$ cat src/rtl/sub_bytes_seq.sv
// AES SubBytes sequencer: streams the bytes of a state word through one shared
// registered S-box ROM and reassembles the substituted word behind a valid/ready pair.
module sub_bytes_seq #(
  parameter int NBYTES  = 16,
  parameter int RAM_LAT = 1
) (
  input  logic                clk,
  input  logic                rst_n,
  input  logic                flush,
  input  logic                in_valid,
  output logic                in_ready,
  input  logic [8*NBYTES-1:0] in_data,
  output logic                out_valid,
  input  logic                out_ready,
  output logic [8*NBYTES-1:0] out_data,
  output logic                sbox_en,
  output logic [7:0]          sbox_addr,
  input  logic [7:0]          sbox_data
);

  // state | meaning
  // IDLE  | ready for a new word
  // ISSUE | presenting one byte address per cycle to the ROM
  // DRAIN | waiting for the remaining lookups to return
  // DONE  | result held until downstream accepts it
  typedef enum logic [1:0] {IDLE, ISSUE, DRAIN, DONE} state_t;

  localparam int         W    = 8 * NBYTES;
  localparam logic [4:0] NB   = 5'(NBYTES);
  localparam logic [3:0] LAST = 4'(NBYTES - 1);

  state_t         state, state_d;
  logic [4:0]     cnt, cnt_d;
  logic           en_d, ov_d, load, iss_v;
  logic [7:0]     addr_d, cur_byte;
  logic [3:0]     iss_idx;
  logic [W-1:0]   word_q;
  logic [RAM_LAT:0] tag_v;
  logic [3:0]     tag_idx [RAM_LAT+1];
  logic           last_retire;

  assign in_ready    = (state == IDLE);
  assign last_retire = tag_v[RAM_LAT] && (tag_idx[RAM_LAT] == LAST);

  always_comb begin
    cur_byte = '0;
    for (int k = 0; k < NBYTES; k++)
      if (cnt == 5'(k)) cur_byte = word_q[W-1-8*k -: 8];
  end

  always_comb begin
    state_d = state;
    cnt_d   = cnt;
    en_d    = sbox_en;
    addr_d  = sbox_addr;
    ov_d    = out_valid;
    load    = 1'b0;
    iss_v   = 1'b0;
    iss_idx = '0;
    case (state)
      IDLE: if (in_valid) begin
        load    = 1'b1;
        en_d    = 1'b1;
        addr_d  = in_data[W-1 -: 8];
        cnt_d   = 5'd1;
        iss_v   = 1'b1;
        state_d = ISSUE;
      end
      ISSUE: if (cnt < NB) begin
        addr_d  = cur_byte;
        cnt_d   = cnt + 5'd1;
        iss_v   = 1'b1;
        iss_idx = cnt[3:0];
      end else begin
        en_d    = 1'b0;
        state_d = DRAIN;
      end
      DRAIN: if (last_retire) begin
        ov_d    = 1'b1;
        state_d = DONE;
      end
      DONE: if (out_ready) begin
        ov_d    = 1'b0;
        state_d = IDLE;
      end
      default: state_d = IDLE;
    endcase
    // abort wins over any handshake on the same edge
    if (flush) begin
      state_d = IDLE;
      en_d    = 1'b0;
      cnt_d   = '0;
      ov_d    = 1'b0;
      load    = 1'b0;
      iss_v   = 1'b0;
    end
  end

  always_ff @(posedge clk or negedge rst_n) begin
    if (!rst_n) state <= IDLE;
    else        state <= state_d;
  end

  always_ff @(posedge clk or negedge rst_n) begin
    if (!rst_n) begin
      cnt       <= '0;
      sbox_en   <= 1'b0;
      sbox_addr <= '0;
      out_valid <= 1'b0;
      out_data  <= '0;
      word_q    <= '0;
      tag_v     <= '0;
      for (int i = 0; i <= RAM_LAT; i++) tag_idx[i] <= '0;
    end else begin
      cnt       <= cnt_d;
      sbox_en   <= en_d;
      sbox_addr <= addr_d;
      out_valid <= ov_d;
      if (load) word_q <= in_data;
      // tag stage RAM_LAT lines up with the ROM data for that lookup
      if (!flush && tag_v[RAM_LAT]) begin
        for (int k = 0; k < NBYTES; k++)
          if (tag_idx[RAM_LAT] == 4'(k)) out_data[W-1-8*k -: 8] <= sbox_data;
      end
      if (flush) tag_v <= '0;
      else       tag_v <= {tag_v[RAM_LAT-1:0], iss_v};
      tag_idx[0] <= iss_idx;
      for (int i = 1; i <= RAM_LAT; i++) tag_idx[i] <= tag_idx[i-1];
    end
  end

endmodule
$ cat config.mk
export PLATFORM = sky130hd
export DESIGN_NAME = sub_bytes_seq
export DESIGN_NICKNAME = d
export VERILOG_FILES = /design/src/rtl/sub_bytes_seq.sv
export SDC_FILE = /design/constraint.sdc
export NUM_CORES = 1
export LEC_CHECK = 0
export ABC_AREA = 1
export BUFFER_PORTS_ARGS = -buffer_cell sky130_fd_sc_hd__buf_2
export CELL_PAD_IN_SITES_DETAIL_PLACEMENT = 0
export CELL_PAD_IN_SITES_GLOBAL_PLACEMENT = 1
export CORE_UTILIZATION = 37
export DETAILED_ROUTE_END_ITERATION = 6
export PLACE_DENSITY_LB_ADDON = 0.1
export REMOVE_ABC_BUFFERS = 1
export SYNTH_ARGS = -nofsm -noshare
export SYNTH_HDL_FRONTEND = slang
export SYNTH_SLANG_ARGS = --single-unit
$ cat constraint.sdc
create_clock -name clk -period 2 [get_ports clk]
set_input_delay 0 -clock clk [delete_from_list [all_inputs] [get_ports clk]]
set_output_delay 0 -clock clk [all_outputs]
set_load 0.005 [all_outputs]
==> results.sh <==
export IMPL_crit_chain="inv_2, ha_4, inv_2, nor2_4, nand2_4, buf_6, buf_6, nand3_2, o211ai_1, nand3_1, nand2_1, nand2_2, nand2_1, nand3_1, nand2_1, nand2_1, nand2_1, nand3_1, nand2_1, nand2_2, nand2_2, a21oi_2"
export IMPL_synth_seq_cells=283
export IMPL_synth_async_sr_flop_share_pct=100
export IMPL_die_area_mm2=0.0335
export IMPL_synth_simple_gate_area_share_pct=15.3
export IMPL_cts_root_buf="clkbuf_16"
export IMPL_synth_compound_area_share_pct=11.3
export IMPL_synth_adder_area_share_pct=0.929
export IMPL_synth_edf_count=0
export IMPL_placement_io_buffers=279
export IMPL_design_area_mm2=0.0171
export IMPL_finalHoldViolCount=0
export IMPL_timing_final_ws_setup_ns=-0.414
export IMPL_ff_latch_area_mm2=0.00708
export IMPL_yosysSeqAreaShare_pct=58.4
export IMPL_cp_common_cell="nand2_1"
export IMPL_syn_area_mm2=0.0121
export IMPL_crit_buf_inv=4
export IMPL_critPathTopFamily="simple AND/OR/NAND/NOR gates"
export IMPL_layout_commonest_cell="nand2_1"
export IMPL_worst_slew_pin_slew_ns=0.648
export IMPL_r2r_slack_ns=-0.41
export IMPL_io_pins=280
export IMPL_endpoint_kind="flop"
export IMPL_critPathMaxFanout=4
export IMPL_area_delta_synth_final_pct=41.3
export IMPL_dp_hpwl_mm=24.0
export IMPL_numCtsBuffers=34
export IMPL_synth_distinct_cells=34
export IMPL_h_tree_depth=2
export IMPL_core_area_mm2=0.0319
export IMPL_status="complete, but fails checks"
export IMPL_clkSlewWorstSetupHoldPaths_ns=0.06
export IMPL_violations="setup timing"
export IMPL_leakage_nw=8.66
export IMPL_final_layout_size_suffix_gt1_share_pct=31.0
export IMPL_path_class="reg2reg"
export IMPL_antenna_found_initial=2
export IMPL_overflow=0
export IMPL_critPathRequiredTime_ns=2.43
export IMPL_synth_cells=1301
export IMPL_place_ws_ns=-0.485
export IMPL_multi_input_area_mm2=0.00442
export IMPL_cpPeakStageDelay_ns=0.42
export IMPL_routed_wl_mm=34.4
export IMPL_maxSlewViolCount=0
export IMPL_muxShareOfSynthArea_pct=7.24
export IMPL_vdd_drop_max_uv=665
export IMPL_drtIter0Drc=442
export IMPL_grtUsageTotal_pct=20.7
export IMPL_worst_ep_arrival_time_ns=2.84
export IMPL_synth_xor_area_share_pct=0.0722
export IMPL_r2r_start="cnt[0]"
export IMPL_nNetsFinal=1918
export IMPL_ant_nets=0
export IMPL_power_density_mw_per_mm2=1160
export IMPL_wl_per_cell_um=15.5
export IMPL_rsz0062_at_grt="true"
export IMPL_grt_max_degree=78
export IMPL_fillCellCount=3024
export IMPL_via_per_inst=4.57
export IMPL_grt_pass1_vias=10200
export IMPL_gp_congestion=0.816
export IMPL_synth_top_family_by_area="simple AND/OR/NAND/NOR gates"
export IMPL_cts_buffer_depth=3
export IMPL_row_count=65
export IMPL_final_cell_mix="287 x nand2_1, 282 x dfrtp_1, 278 x buf_2"
export IMPL_finalClockSkew_ns=0.0113
export IMPL_dr_total_vias=10200
export IMPL_reg2reg_to="sbox_addr[4]"
export IMPL_cap_violations=0
export IMPL_dp_cells=2026
export IMPL_whs_endpoint="out_valid"
export IMPL_cts_tree="built"
export IMPL_holdCritPathClass="in2reg"
export IMPL_syn_area_per_cell_um2=9.32
export IMPL_postPlaceCellArea_mm2=0.0144
export IMPL_fin_util_pct=53.7
export IMPL_rr_worst_depth=22
export IMPL_drc=0
export IMPL_chipWidth_um=183
export IMPL_relSlewSlack_pct=56.8
export IMPL_period_share_pct=121
export IMPL_period_needed_ns=2.41
export IMPL_cts_sinks=283
export IMPL_yosysWarnings=0
export IMPL_holdCritStartpoint="out_ready"
export IMPL_die_y_um=183
export IMPL_start_util_pct=38.0
export IMPL_instances_no_fill=2228
export IMPL_synth_main_ff_cell="dfrtp_1"
export IMPL_holdPathStages=5
export IMPL_grt_pass1_wl_mm=55.0
export IMPL_holdWs_ns=0.0250
export IMPL_finalSetupViolations=8
export IMPL_clock_latency_ns=0.50
export IMPL_worstSetupStartpointType="flop"
export IMPL_dr_pass1_iters=6
export IMPL_cpMaxStageDelayCell="dfrtp_1"
export IMPL_fmax_mhz=414
## through the flow
stage	TNS [ns]	total power, mW
2_1_floorplan	-443.19	11.4
4_1_cts	-2.52	19.9
5_1_grt	-4.49	21.2
3_5_place_dp	-3.10	13.4
6_report	-2.41	19.8
3_3_place_gp	-2.70	13.3
## cell usage after synthesis, types with 2 or more instances
cell type / instances / area share [%]
a21oi_1: 72 / 3.0
a21oi_2: 3 / 0.22
buf_1: 2 / 0.062
buf_2: 9 / 0.37
buf_4: 2 / 0.12
buf_6: 3 / 0.28
clkbuf_1: 40 / 1.2
clkinv_1: 2 / 0.062
dfrtp_1: 283 / 58
ha_1: 9 / 0.93
inv_1: 138 / 4.3
inv_2: 9 / 0.28
mux2_2: 78 / 7.2
nand2_1: 304 / 9.4
nand2_2: 3 / 0.15
nand3_1: 47 / 1.9
nand4_1: 7 / 0.36
nor2_1: 83 / 2.6
nor2_2: 3 / 0.15
nor2_4: 3 / 0.28
nor3_1: 3 / 0.12
o211ai_1: 2 / 0.12
o21ai_0: 175 / 7.2
o21ai_1: 9 / 0.37
o22ai_1: 2 / 0.10
or2_2: 2 / 0.10
## worst max path at each step
stage / startpoint / end / slack (ns) / cells after the start
final: cnt[0] / sbox_addr[4] / -0.41 / 22
after floorplan: state[0] / word_q[0] / -3.62 / 4
after CTS: cnt[0] / sbox_addr[4] / -0.39 / 22
after global placement: cnt[0] / sbox_addr[4] / -0.45 / 22
after global routing: cnt[0] / sbox_addr[4] / -0.59 / 22
after detailed placement: cnt[1] / sbox_addr[4] / -0.49 / 21
## cell type report
class / count / share of cell area (%)
antenna: 2 / 0.0292
clock buffer: 53 / 6.15
clock inverter: 6 / 0.373
inverter: 150 / 3.33
multi-input combinational: 813 / 25.8
sequential: 283 / 41.3
tap: 435 / 3.18
timing repair buffer: 485 / 19.7
timing repair inverter: 1 / 0.0438
## power by group
group | internal [mW] | leakage [nW] | switching (mW)
Clock | 3.74 | 0.545 | 2.35
Sequential | 7.36 | 3.59 | 0.874
Combinational | 2.57 | 4.53 | 2.93
Total | 13.7 | 8.66 | 6.15
## kinds of logic after synthesis
family / Yosys count
muxes: 78
AOI/OAI and AO/OA: 267
adders and majority gates: 9
and+or+nand+nor: 457
xor gates and xnor gates: 1
buffers and inverters: 206
DFF: 283
## metal layers
layer | share of wire [%] | global-route usage (%) | up-vias
li1 | - | - | 5119
met5 | 0 | 0 | -
met3 | 4.8 | 3.18 | 55
met4 | 2.4 | 6.07 | 0
met2 | 48 | 35.3 | 279
met1 | 45 | 27.4 | 4722
## tightest hold or removal path: cells and delay by family
kind / cells / cell delay [ns]
buffers and inverters: 2 / 0.14
AND/OR/NAND/NOR: 1 / 0.08
AO/OA/AOI/OAI: 2 / 0.27
## what timing repair did
| action | in CTS | in global routing |
|---|---|---|
| endpoints found under the setup margin | 8 | 8 |
| pin swaps | 7 | 17 |
| gates resized for setup | 25 | 40 |
| buffers inserted | 3 | 6 |
| cloned | 2 | 0 |
| endpoints found under the hold margin | 392 | 0 |
| hold buffers | 130 | 0 |
## flip-flops by register name, summed over array words and instances (netlist names)
register and flops:
cnt 5, word_q 128, state 2, out_data 128, out_valid 1, tag_v 2
sbox_addr 8, tag_idx 8, sbox_en 1
Power figures use the tool's default switching activity.
